<file path="src/rtl/rr_frame_arb.sv">
// Frame-locked round-robin arbiter with registered one-hot/binary grant.
// Optional watchdog release enabled by defining RR_FRAME_ARB_TIMEOUT_EN.
module rr_frame_arb_penc #(
   parameter int W  = 4,
   parameter int IW = 2
) (
   input  logic [W-1:0]  in_i,
   output logic          vld_o,
   output logic [IW-1:0] idx_o
);

   // Scan high to low so the lowest set index is the last one written.
   always_comb begin
      vld_o = 1'b0;
      idx_o = '0;
      for (int i = W - 1; i >= 0; i--) begin
         if (in_i[i]) begin
            vld_o = 1'b1;
            idx_o = IW'(i);
         end
      end
   end

endmodule

module rr_frame_arb #(
   parameter int NUM_PORTS      = 4,
   parameter int NUM_PORTS_L2   = $clog2(NUM_PORTS),
   parameter int TIMEOUT_CYCLES = 1024
) (
   input  logic                    clk,
   input  logic                    rst,
   input  logic [NUM_PORTS-1:0]    req,
   input  logic                    sink_rdy,
   input  logic                    xfer_last,
   output logic [NUM_PORTS-1:0]    gnt_vec,
   output logic [NUM_PORTS_L2-1:0] gnt_bin,
   output logic                    gnt_vld,
   output logic                    arb_timeout
);

   localparam int P = 1 << NUM_PORTS_L2;

   typedef enum logic {
      IDLE,
      GRANT
   } state_t;

   state_t                  state_q, state_d;
   logic [NUM_PORTS-1:0]    gnt_vec_q, gnt_vec_d;
   logic [NUM_PORTS_L2-1:0] gnt_bin_q, gnt_bin_d;
   logic                    gnt_vld_q, gnt_vld_d;
   logic [NUM_PORTS_L2-1:0] last_ptr_q, last_ptr_d;

   logic [P-1:0]            req_pad;
   logic [P-1:0]            mask_pad;
   logic                    m_vld, u_vld;
   logic [NUM_PORTS_L2-1:0] m_idx, u_idx;
   logic [NUM_PORTS_L2-1:0] win_bin;
   logic [NUM_PORTS-1:0]    win_vec;
   logic                    frame_end;
   logic                    tmo_hit;
   logic                    tmo_rel;

   // Pad to a power of two; the extra encoder inputs stay 0.
   always_comb begin
      req_pad  = '0;
      mask_pad = '0;
      for (int i = 0; i < NUM_PORTS; i++) begin
         req_pad[i]  = req[i];
         mask_pad[i] = req[i] && (i > int'(last_ptr_q));
      end
   end

   rr_frame_arb_penc #(
      .W  (P),
      .IW (NUM_PORTS_L2)
   ) u_penc_mask (
      .in_i  (mask_pad),
      .vld_o (m_vld),
      .idx_o (m_idx)
   );

   rr_frame_arb_penc #(
      .W  (P),
      .IW (NUM_PORTS_L2)
   ) u_penc_req (
      .in_i  (req_pad),
      .vld_o (u_vld),
      .idx_o (u_idx)
   );

   assign win_bin   = m_vld ? m_idx : u_idx;
   assign win_vec   = NUM_PORTS'(1) << win_bin;
   assign frame_end = sink_rdy && xfer_last;
   assign tmo_rel   = (state_q == GRANT) && !frame_end && tmo_hit;

`ifdef RR_FRAME_ARB_TIMEOUT_EN
   localparam int CW_RAW = $clog2(TIMEOUT_CYCLES);
   localparam int CW     = (CW_RAW > 16) ? CW_RAW : 16;

   logic [CW-1:0] cnt_q, cnt_d;
   logic          tmo_q;

   assign tmo_hit = (cnt_q == CW'(TIMEOUT_CYCLES - 1));

   // Held at zero in IDLE so every new grant starts from a cleared count.
   always_comb begin
      cnt_d = cnt_q;
      if (state_q == IDLE) begin
         cnt_d = '0;
      end else if (sink_rdy) begin
         cnt_d = '0;
      end else begin
         cnt_d = cnt_q + CW'(1);
      end
   end

   always_ff @(posedge clk) begin
      if (rst) begin
         cnt_q <= '0;
         tmo_q <= 1'b0;
      end else begin
         cnt_q <= cnt_d;
         tmo_q <= tmo_rel;
      end
   end

   assign arb_timeout = tmo_q;
`else
   logic unused_tmo;

   assign tmo_hit     = 1'b0;
   assign unused_tmo  = ^{TIMEOUT_CYCLES, tmo_rel};
   assign arb_timeout = 1'b0;
`endif

   always_comb begin
      state_d    = state_q;
      gnt_vec_d  = gnt_vec_q;
      gnt_bin_d  = gnt_bin_q;
      gnt_vld_d  = gnt_vld_q;
      last_ptr_d = last_ptr_q;
      unique case (state_q)
         IDLE: begin
            if (u_vld) begin
               state_d    = GRANT;
               gnt_vec_d  = win_vec;
               gnt_bin_d  = win_bin;
               gnt_vld_d  = 1'b1;
               last_ptr_d = win_bin;
            end
         end
         GRANT: begin
            // last_ptr keeps the released port, so it loses the next round.
            if (frame_end || tmo_hit) begin
               state_d   = IDLE;
               gnt_vec_d = '0;
               gnt_bin_d = '0;
               gnt_vld_d = 1'b0;
            end
         end
      endcase
   end

   always_ff @(posedge clk) begin
      if (rst) begin
         state_q    <= IDLE;
         gnt_vec_q  <= '0;
         gnt_bin_q  <= '0;
         gnt_vld_q  <= 1'b0;
         last_ptr_q <= NUM_PORTS_L2'(NUM_PORTS - 1);
      end else begin
         state_q    <= state_d;
         gnt_vec_q  <= gnt_vec_d;
         gnt_bin_q  <= gnt_bin_d;
         gnt_vld_q  <= gnt_vld_d;
         last_ptr_q <= last_ptr_d;
      end
   end

   assign gnt_vec = gnt_vec_q;
   assign gnt_bin = gnt_bin_q;
   assign gnt_vld = gnt_vld_q;

endmodule
</file>
<file path="config.mk">
export PLATFORM = sky130hd
export DESIGN_NAME = rr_frame_arb
export DESIGN_NICKNAME = d
export VERILOG_FILES = /design/src/rtl/rr_frame_arb.sv
export SDC_FILE = /design/constraint.sdc
export NUM_CORES = 1
export LEC_CHECK = 0
export BUFFER_PORTS_ARGS = -buffer_cell sky130_fd_sc_hd__buf_2
export CAP_MARGIN = 20
export CORE_AREA = 10 10 47 49
export DETAILED_ROUTE_END_ITERATION = 12
export DIE_AREA = 0 0 57 59
export PLACE_DENSITY = 0.62
export SLEW_MARGIN = 0
export SYNTH_ARGS = -nofsm -noshare
export SYNTH_HDL_FRONTEND = slang
export SYNTH_HIERARCHICAL = 1
export SYNTH_SLANG_ARGS = --single-unit
</file>
<file path="constraint.sdc">
create_clock -name clk -period 2.5 [get_ports clk]
set_input_delay 0.125 -clock clk [delete_from_list [all_inputs] [get_ports clk]]
set_output_delay 0.125 -clock clk [all_outputs]
set_load 0.05 [all_outputs]
</file>
=== After elaboration in Yosys (flattened, before gate mapping) ===
Index checks and enable logic that the tools add are counted.

* Output and inout port bits: 8
* Flip-flop bits (word level): 10

* $lt $le $gt $ge: 3
* Reductions and logical operators: 6
* Eq/ne operators: 2
* Shift-type cells: 1
* Muxes and demuxes: 27
* Bitwise operators: 1

{| class="wikitable"
|+ Operator list
! cell !! number
|-
| $mux W2 || 10
|-
| $mux W1 || 11
|-
| $mux W4 || 2
|-
| $pmux W4 S2 || 1
|-
| $gt A2 B2 Y1 const A || 2
|-
| $logic_and A1 B1 Y1 || 4
|-
| $ne A2 B1 Y1 const B || 2
|-
| $pmux W1 S2 || 2
|-
| $pmux W2 S2 || 1
|-
| $reduce_and A2 Y1 || 2
|-
| $shl A1 B2 Y4 const A || 1
|-
| $gt A1 B2 Y1 const A || 1
|-
| $not A1 Y1 || 1
|}

=== Logic depth before layout (Yosys ltp) ===
Gate-level depths: netlist (run 1).

* Word-level depth: 9
* Depth in mapped cells: 6
* Depth with buffers taken out: 6

=== Modules after synthesis ===
Netlist (run 1), hierarchy kept.

{| class="wikitable"
|+ By module, submodules not included
! module !! sequential area each (µm²) !! area an instance (µm²) !! instances !! cells each
|-
| rr_frame_arb || 200.2 || 422.9 || 1 || 39
|-
| rr_frame_arb_penc || 0.0 || 35.0 || 2 || 7
|}

=== Worst setup path before layout (run 1) ===
No wires, ideal clock.

* Path type: reg2reg
* Start point: register last_ptr_q[0]
* End point: register last_ptr_q[1]
* Cell stages (with the launch flop): 7
* Data arrival time: 1.370 ns
* Buffers on the path: 0
* Clock period less this slack: 1.490 ns
* Setup slack: 1.010 ns
* Required time: 2.380 ns
* Cell sequence: dfxtp_1 > nor3b_1 > nor2_1 > nand2_1 > mux2i_1 > nor2_1 > a211o_1

* Elaborated cells between the ends (all ways): 13
* Those cells by class: order compare (3); mux (7); reduce/logical (3)

{| class="wikitable"
|+ RTL lines
! item !! line !! RTL
|-
| from (decl) || 53 || <nowiki>logic [NUM_PORTS_L2-1:0] last_ptr_q, last_ptr_d;</nowiki>
|-
| from (signal assigned) || 172 || <nowiki>last_ptr_q <= NUM_PORTS_L2'(NUM_PORTS - 1);</nowiki>
|-
| from (signal assigned) || 178 || <nowiki>last_ptr_q <= last_ptr_d;</nowiki>
|-
| $gt A1 B2 Y1 || 71 || <nowiki>mask_pad[i] = req[i] && (i > int'(last_ptr_q));</nowiki>
|-
| $logic_and A1 B1 Y1 || 71 ||
|-
| net mask_pad[1] || 56 || <nowiki>logic [P-1:0] mask_pad;</nowiki>
|-
| $mux W1 || 17 || <nowiki>if (in_i[i]) begin</nowiki>
|-
| net m_vld || 57 || <nowiki>logic m_vld, u_vld;</nowiki>
|-
| $mux W2 || 93 || <nowiki>assign win_bin = m_vld ? m_idx : u_idx;</nowiki>
|}

The timed path passes the listed nets, and every way through them passes these cells.
A chain may end at the register's enable or synchronous reset.

=== Worst setup path in the final report (run 1) ===
* Start point: register last_ptr_q[0]
* End point: register gnt_vec_q[3], in the netlist gnt_vec[3]

* Elaborated cells between the ends (all ways): 16
* Those cells by class: order compare (3); shift (1); mux (9); reduce/logical (3)

{| class="wikitable"
|+ RTL lines
! item !! line !! RTL
|-
| $gt A1 B2 Y1 || 71 ||
|-
| $logic_and A1 B1 Y1 || 71 ||
|-
| net mask_pad[1] || 56 ||
|-
| $mux W1 || 17 ||
|-
| net m_vld || 57 ||
|-
| $mux W2 || 93 ||
|-
| $shl A1 B2 Y4 || 94 || <nowiki>assign win_vec = NUM_PORTS'(1) << win_bin;</nowiki>
|-
| $mux W4 || 146 || <nowiki>if (u_vld) begin</nowiki>
|-
| $pmux W4 S2 || 144 || <nowiki>unique case (state_q)</nowiki>
|-
| to (signal assigned) || 175 || <nowiki>gnt_vec_q <= gnt_vec_d;</nowiki>
|-
| to (decl) || 50 || <nowiki>logic [NUM_PORTS-1:0] gnt_vec_q, gnt_vec_d;</nowiki>
|}

The timed path passes the listed nets, and every way through them passes these cells. The select of a mux whose other input is x is not followed.

==> impl_metrics.yaml, run 1 <==
outcome:
  status: "complete, no violations"
clocking:
  htreeDepth: 1
  cts_buffers: 3
  tritoncts: "built"
  post_cts_resized: 0
  cts.path.max_buffers: 2
  clk_pin_slew_ns: 0.07
  cts-root-buf: "clkbuf_4"
  cts.sinks: 10
  cts_hold_buf: 0
  postCtsSetupRepairBufs: 0
  insertion_delay_ns: 0.27
floorplan:
  die_area_um2: 3360
  core-area_um2: 1400
  chipWidth_um: 57
  io-pin-count: 16
  initial_utilization_pct: 35.2
  die_h_um: 59
  rows: 14
worst_hold_path:
  worstHoldEndpoint: "gnt_vld"
  min-delay-start: "rst"
  hold_class: "input port to flip-flop"
  whs_path_depth: 2
synth:
  synth.distinct_cells: 26
  yosys.area_share.simple_pct: 24.1
  syn_area_per_cell_um2: 9.30
  synthXorXnorAreaFrac_pct: 0
  synth-warning-count: 6
  synth_top_family_by_area: "simple AND/OR/NAND/NOR gates"
  syn_inst: 53
  synth-adder-area-share_pct: 0
  synth_compound_area_share_pct: 22.8
  ys_seq_area_share_pct: 40.6
  synth_top_area_share_pct: 40.6
  yosysTopAreaCell: "dfxtp_1"
  syn_area_um2: 493
  ys_seq_elements: 10
  synth.area.mux_share_pct: 6.35
  synth_area_leaders: "dfxtp_1 (41%), a22o_1 (5.3%), nor2_1 (4.6%)"
critical_path:
  cp.arrival_ns: 1.82
  critPathSlowestCell: "mux2i_1"
  reg2reg_depth: 6
  critPathMaxStageDelay_ns: 0.34
  worst-path-buf-inv: 0
  worstPathCellList: "nor3b_1 -> nor2_1 -> nand2_1 -> mux2i_1 -> nor3_2 -> a22o_1"
  worst_r2r_endpoint: "gnt_vec[3]"
  cp.depth: 6
  cpLargestDelayFamily: "simple AND/OR/NAND/NOR gates"
  cp-end-kind: "flip-flop"
  critical_path_class: "flip-flop to flip-flop"
  crit_fanout: 3
  r2r_slack_ns: 0.85
  setup.worst_path.start: "last_ptr_q[0]"
  cp-start-kind: "flip-flop"
  required_ns: 2.66
  r2r-start: "last_ptr_q[0]"
route:
  dr_total_vias: 407
  wl_per_cell_um: 11.8
  first_pass_iters: 4
  first_iter_violations: 2
  drc_errors: 0
  postRouteAntennaNets: 0
  drt_wl_total_um: 1040
  via_per_inst: 4.63
pwr:
  powerDensity_nw_per_um2: 683
  seqPwrFrac_pct: 42.8
  swShare_pct: 30.2
  comb_power_share_pct: 22.3
  clockPowerShare_pct: 34.9
  p_leak_nw: 0.297
  internal-power_mw: 0.292
  ir_worst_vdd_uv: 345
  switching_power_mw: 0.126
finish:
  drive_above_1_share_pct: 33.3
  area_growth_pct: 24.1
  antennaDiodeCount: 0
  nNetsFinal: 81
  final_area_um2: 612
  stdcell_count: 88
  fill_cells: 153
timing:
  rsz0062_at_grt: "no"
  drv_slew: 0
  finalSetupViolCount: 0
  period_share_pct: 66.2
  fmax_ghz: 0.605
  tns_ns: 0
  fin_worst_skew_ns: 0.00134
  hold-worst-slack_ns: 0.108
  fin_ws_ns: 0.846
  hold_viol: 0
  period_minus_slack_ns: 1.65
placement:
  dp_slack_ns: 0.842
  dp.cells: 84
  placed_cell_area_um2: 576
  place_congestion: 0.787
  io_buffers: 14
grt:
  grt_pass1_vias: 400
  antenna_found_initial: 0
  grt_overflow: 0
  track_usage_pct: 6.69
  grt_pass1_wl_um: 1810
  grt_max_degree: 8
flow_run:
  drv_cap: 0
[synth_stat cells]
master,count
a22o_1,3
a21o_1,1
nor2b_1,1
nand2_1,4
nor3_2,1
inv_1,2
and2_4,1
dfxtp_1,10
nand2b_4,1
nand3_1,1
nor3_1,2
nand2b_1,2
nor3b_1,2
mux2_2,1
a21oi_2,2
o21a_1,1
a31oi_1,1
o2bb2ai_1,2
buf_4,1
a21oi_1,1
mux2i_1,2
buf_6,1
conb_1,1
nor2_1,6
a21boi_0,1
a211o_1,2
[cell families after synthesis]
family / after synthesis
buffers and inverters: 4
other: 1
DFF: 10
muxes: 3
AOI/OAI and AO/OA: 14
and+or+nand+nor: 21
[sequential cells by signal, summed over array words and instances, names as in the netlist]
name / flops
gnt_bin: 2
last_ptr_q: 2
gnt_vec: 4
gnt_vld: 1
state_q: 1
[layout make-up]
type,instances,area [um2],area share (%)
well taps,16,20.0,3.27
inverters,2,7.51,1.23
flip-flops and latches,10,200,32.7
repair buffers,14,70.1,11.5
multi-input cells,42,278,45.4
clock buffers,4,36.3,5.93
[metrics by stage]
step	utilization, %	power, mW
floorplan	-	0.256
global placement	41.1	0.277
detailed placement	41.1	0.277
CTS	43.7	0.424
global route	43.7	0.441
finish	43.7	0.418
[placed cells by master (no fill, tap or decap), types with 2 or more instances in the layout]
| master | n |
|---|---|
| a211o_1 | 2 |
| a21oi_2 | 2 |
| a22o_1 | 3 |
| buf_2 | 14 |
| clkbuf_4 | 3 |
| conb_1 | 4 |
| dfxtp_1 | 10 |
| inv_1 | 2 |
| mux2i_1 | 2 |
| nand2_1 | 4 |
| nand2b_1 | 2 |
| nor2_1 | 6 |
| nor3_1 | 2 |
| nor3b_1 | 2 |
| o2bb2ai_1 | 2 |
[power groups by stage]
| stage | combinational (mW) | clock, mW | sequential (mW) |
|---|---|---|---|
| after detailed placement | 0.0939 | 0 | 0.183 |
| after global routing | 0.102 | 0.159 | 0.181 |
| final | 0.0932 | 0.146 | 0.179 |
| after floorplan | 0.0489 | 0 | 0.207 |
| after global placement | 0.0943 | 0 | 0.182 |
| after CTS | 0.0943 | 0.151 | 0.179 |
[metal layers]
metal	up-vias	GRT usage (%)	part of all wire, %
met5	-	0	0
met4	0	5.03	2.6
met3	3	3.00	6.2
met2	15	8.68	38
met1	168	8.31	53
li1	221	-	-
[how the worst max path moves through the flow]
stage | slack (ns) | end
final | 0.85 | gnt_vec[3]
after global routing | 0.71 | last_ptr_q[1]
after CTS | 0.84 | last_ptr_q[1]
after detailed placement | 0.84 | last_ptr_q[1]
after global placement | 0.87 | gnt_vec[2]
after floorplan | 1.01 | last_ptr_q[1]
Power figures use the tool's default switching activity.
==> inputs of run 2 (changes only) <==
ABC_AREA = 1   (was unset)
PLACE_DENSITY = 0.66   (was 0.62)
clock period = 1.6 ns   (was 2.5 ns; I/O delays follow)
==> impl_metrics.yaml, run 2 <==
timing:
  fin_worst_skew_ns: 0.000362
  drv_slew: 0
  period_share_pct: 84.9
  finalSetupViolCount: 0
  fmax_ghz: 0.736
  hold_viol: 0
  period_minus_slack_ns: 1.36
  rsz0062_at_grt: "no"
  tns_ns: 0
grt:
  grt_pass1_wl_um: 1910
  antenna_found_initial: 0
  track_usage_pct: 7.10
  grt_max_degree: 10
  grt_overflow: 0
  grt_pass1_vias: 475
critical_path:
  r2r-start: "last_ptr_q[0]"
  critPathMaxStageDelay_ns: 0.32
  cp-end-kind: "flip-flop"
  worstPathCellList: "nor3b_1 -> inv_1 -> a21oi_2 -> nand2_1 -> nand2_1 -> nand2_1 -> a21oi_2"
  critPathSlowestCell: "dfxtp_1"
  setup.worst_path.start: "last_ptr_q[0]"
  crit_top_cell: "nand2_1"
  cp.arrival_ns: 1.57
  crit_fanout: 3
  worst-path-buf-inv: 1
  critical_path_class: "flip-flop to flip-flop"
  cpLargestDelayFamily: "simple AND/OR/NAND/NOR gates"
  cp-start-kind: "flip-flop"
  required_ns: 1.81
synth:
  synthArstFlopShare_pct: 0
  yosysTopAreaCell: "dfxtp_1"
  ys.flop_type: "dfxtp_1"
  synth.distinct_cells: 15
  syn_area_um2: 539
  synth-warning-count: 6
  syn_inst: 84
  synthTopCellsByCount: "nand2_1 (24), inv_1 (11), dfxtp_1 (10), nand3_1 (9), nor2_1 (9)"
  synth_top_area_share_pct: 37.1
  syn_area_per_cell_um2: 6.42
  ys_seq_elements: 10
  yosysMostFrequentCell: "nand2_1"
  ys_seq_area_share_pct: 37.1
  synth_edf_count: 0
  synth_area_leaders: "dfxtp_1 (37%), nand2_1 (17%), nand3_1 (8.4%)"
pwr:
  clockPowerShare_pct: 34.5
  powerDensity_nw_per_um2: 1000
  switching_power_mw: 0.214
  internal-power_mw: 0.450
  report.power.total_mw: 0.665
  p_leak_nw: 0.342
  ir_worst_vdd_uv: 499
  comb_power_share_pct: 23.8
  seqPwrFrac_pct: 41.7
  swShare_pct: 32.3
route:
  drt_wl_total_um: 1150
  dr_total_vias: 521
  postRouteAntennaNets: 0
  via_per_inst: 4.38
  first_pass_iters: 4
  first_iter_violations: 6
  wl_per_cell_um: 9.69
  drc_errors: 0
placement:
  hpwl_um: 964
  io_buffers: 14
  place_congestion: 0.765
clocking:
  cts.path.max_buffers: 2
  tritoncts: "built"
  cts-root-buf: "clkbuf_4"
  postCtsSetupRepairBufs: 0
  clk_pin_slew_ns: 0.07
  cts.sinks: 10
  cts_buffers: 3
  post_cts_resized: 0
  cts_hold_buf: 0
  insertion_delay_ns: 0.27
  htreeDepth: 1
finish:
  final_cell_mix: "nand2_1 (24), buf_2 (14), inv_1 (11)"
  antennaDiodeCount: 0
  drive_above_1_share_pct: 25.2
  nNetsFinal: 112
  largest_reg_flops: 4
  area_growth_pct: 23.2
  final_common_cell: "nand2_1"
floorplan:
  die_h_um: 59
  chipWidth_um: 57
  die_area_um2: 3360
  rows: 14
  io-pin-count: 16
  initial_utilization_pct: 38.5
  core-area_um2: 1400
flow_run:
  drv_cap: 0
outcome:
  status: "complete, no violations"
worst_hold_path:
  hold_class: "input port to flip-flop"
  min-delay-start: "rst"
-- run 2: power by group through the flow --
stage	sequential, mW	combinational, mW	clock [mW]
detailed placement	0.283	0.160	0
global route	0.281	0.177	0.243
floorplan	0.319	0.0889	0
CTS	0.278	0.160	0.233
finish	0.277	0.158	0.229
global placement	0.282	0.159	0
-- run 2: cell families after synthesis --
group           synth area share, %
simple gates                   36.7
flops                          37.1
other cells                   0.695
buf+inv                        12.1
compound gates                 13.5
-- run 2: cell type report --
class | instances | area, um2
clock buffer | 4 | 36.3
fill | 149 | 737
inverter | 14 | 52.6
multi-input combinational | 61 | 285
sequential | 10 | 200
tap | 16 | 20.0
timing repair buffer | 14 | 70.1
-- run 2: worst register-to-register path, cell delays in order (launching register included) --
cell and delay [ns]:
dfxtp_1 0.32, nor3b_1 0.32, inv_1 0.10, a21oi_2 0.17, nand2_1 0.07, nand2_1 0.10
nand2_1 0.10, a21oi_2 0.13
-- run 2: routing by layer --
metal | GRT usage, % | up-vias | wire (um)
met5 | 0 | - | 0
met1 | 7.29 | 217 | 502
li1 | - | 292 | -
met3 | 3.22 | 4 | 56
met2 | 11.3 | 8 | 570
met4 | 5.03 | 0 | 23
-- run 2: final timing paths --
| path | slack (ns) | end | depth (start not counted) |
|---|---|---|---|
| max | 0.24 | gnt_bin[0] | 7 |
| min | 0.09 | gnt_bin[0] | 2 |
| max reg2reg | 0.24 | gnt_bin[0] | 7 |
| min reg2reg | 0.46 | gnt_vld | 2 |
-- run 2: per-stage QoR --
| step | util, % | hold WS, ns | area (um2) | std cells | worst slack, ns |
|---|---|---|---|---|---|
| detailed placement | 44.8 | 0.367 | 628 | 115 | 0.247 |
| floorplan | - | 0.328 | 551 | 87 | 0.387 |
| CTS | 47.4 | 0.0803 | 664 | 119 | 0.238 |
| global placement | 44.8 | 0.367 | 628 | 115 | 0.262 |
| global route | 47.4 | 0.101 | 664 | 119 | 0.0388 |
| finish | 47.4 | 0.0866 | 664 | 119 | 0.242 |
==> inputs of run 3 (changes only) <==
clock period = 1.4 ns   (was 1.6 ns; I/O delays follow)
==> impl_metrics.yaml, run 3 (same netlist as run 2, synthesis figures left out) <==
route:
  via_per_inst: 4.40
  first_iter_violations: 5
  drt_wl_total_um: 1160
  drc_errors: 0
  dr_total_vias: 524
  first_pass_iters: 3
  wl_per_cell_um: 9.73
  postRouteAntennaNets: 0
floorplan:
  die_area_um2: 3360
  core-area_um2: 1400
  chipWidth_um: 57
  die_h_um: 59
  rows: 14
  io-pin-count: 16
  initial_utilization_pct: 38.5
finish:
  largest_reg_flops: 4
  area_growth_pct: 24.8
  final_cell_mix: "nand2_1 (23), buf_2 (14), inv_1 (11)"
  final_area_um2: 673
  final_common_cell: "nand2_1"
  antennaDiodeCount: 0
  drive_above_1_share_pct: 28.2
  nNetsFinal: 112
critical_path:
  cp-end-kind: "flip-flop"
  critical_path_class: "flip-flop to flip-flop"
  cp-start-kind: "flip-flop"
  crit_fanout: 3
  cp.arrival_ns: 1.47
  required_ns: 1.61
timing:
  fin_ws_ns: 0.139
  hold-worst-slack_ns: 0.0728
  finalSetupViolCount: 0
  hold_viol: 0
  drv_slew: 0
  period_minus_slack_ns: 1.26
  fmax_ghz: 0.793
  fin_worst_skew_ns: 0.00125
  period_share_pct: 90.1
clocking:
  cts.sinks: 10
  postCtsSetupRepairBufs: 0
  insertion_delay_ns: 0.27
  cts-root-buf: "clkbuf_4"
  clk_pin_slew_ns: 0.07
  cts.path.max_buffers: 2
  htreeDepth: 1
  post_cts_resized: 0
  cts_hold_buf: 0
  cts_buffers: 3
  tritoncts: "built"
pwr:
  report.power.total_mw: 0.766
  powerDensity_nw_per_um2: 1140
  ir_worst_vdd_uv: 576
  p_leak_nw: 0.344
grt:
  grt_pass1_wl_um: 1970
  grt_overflow: 0
  track_usage_pct: 7.24
  grt_pass1_vias: 478
  grt_max_degree: 10
  antenna_found_initial: 0
worst_hold_path:
  hold_class: "input port to flip-flop"
placement:
  io_buffers: 14
  placed_cell_area_um2: 628
  hpwl_um: 968
  dp_slack_ns: 0.0329
  place_congestion: 0.765
outcome:
  status: "complete, no violations"
flow_run:
  drv_cap: 0
[run 3: changes by cell type in the layout (fill, tap and decap cells not counted)]
| cell | before | now |
|---|---|---|
| a21boi_0 | 1 | 0 |
| a21boi_1 | 0 | 1 |
| dfxtp_1 | 10 | 9 |
| dfxtp_2 | 0 | 1 |
| nand2_1 | 24 | 23 |
| nand2_2 | 0 | 1 |
| nor3b_1 | 1 | 0 |
| nor3b_2 | 0 | 1 |
[run 3: layer usage]
metal	vias to the layer above	part of all wire [%]	global-route usage [%]
met2	9	48	11.6
met4	0	2.3	5.03
met5	-	0	0
met3	5	5.0	3.00
li1	293	-	-
met1	217	44	7.54
[run 3: final timing paths]
| check | startpoint | endpoint | slack (ns) | depth (start not counted) |
|---|---|---|---|---|
| worst min-delay path | rst | gnt_bin[0] | 0.07 | 2 |
| worst max register to register | last_ptr_q[0] | gnt_bin[0] | 0.14 | 7 |
| worst min register to register | gnt_vld | gnt_vld | 0.46 | 2 |
| worst max-delay path | last_ptr_q[0] | gnt_bin[0] | 0.14 | 7 |
[run 3: metrics by stage]
stage / util, % / TNS [ns] / cells
4_1_cts: 47.4 / 0 / 119
2_1_floorplan: - / 0 / 87
5_1_grt: 48.0 / -0.0145 / 119
3_3_place_gp: 44.8 / 0 / 115
3_5_place_dp: 44.8 / 0 / 115
6_report: 48.0 / 0 / 119
[run 3: cell type report]
| cell class | instances | area [um2] |
|---|---|---|
| Multi-Input combinational cell | 61 | 293 |
| Tap cell | 16 | 20.0 |
| Clock buffer | 4 | 36.3 |
| Sequential cell | 10 | 201 |
| Timing Repair Buffer | 14 | 70.1 |
| Fill cell | 148 | 728 |
| Inverter | 14 | 52.6 |
[run 3: critical path: stages (launching register included)]
cell and delay [ns]:
dfxtp_1 0.33, nor3b_2 0.23, inv_1 0.08, a21oi_2 0.16
nand2_1 0.07, nand2_1 0.10, nand2_1 0.10, a21oi_2 0.13
[run 3: power breakdown]
part	total [mW]	internal, mW	switching [mW]	leakage [nW]
registers	0.319	0.306	0.0129	0.0822
logic	0.183	0.0529	0.130	0.241
clock network	0.265	0.158	0.106	0.0210
total	0.766	0.517	0.249	0.344
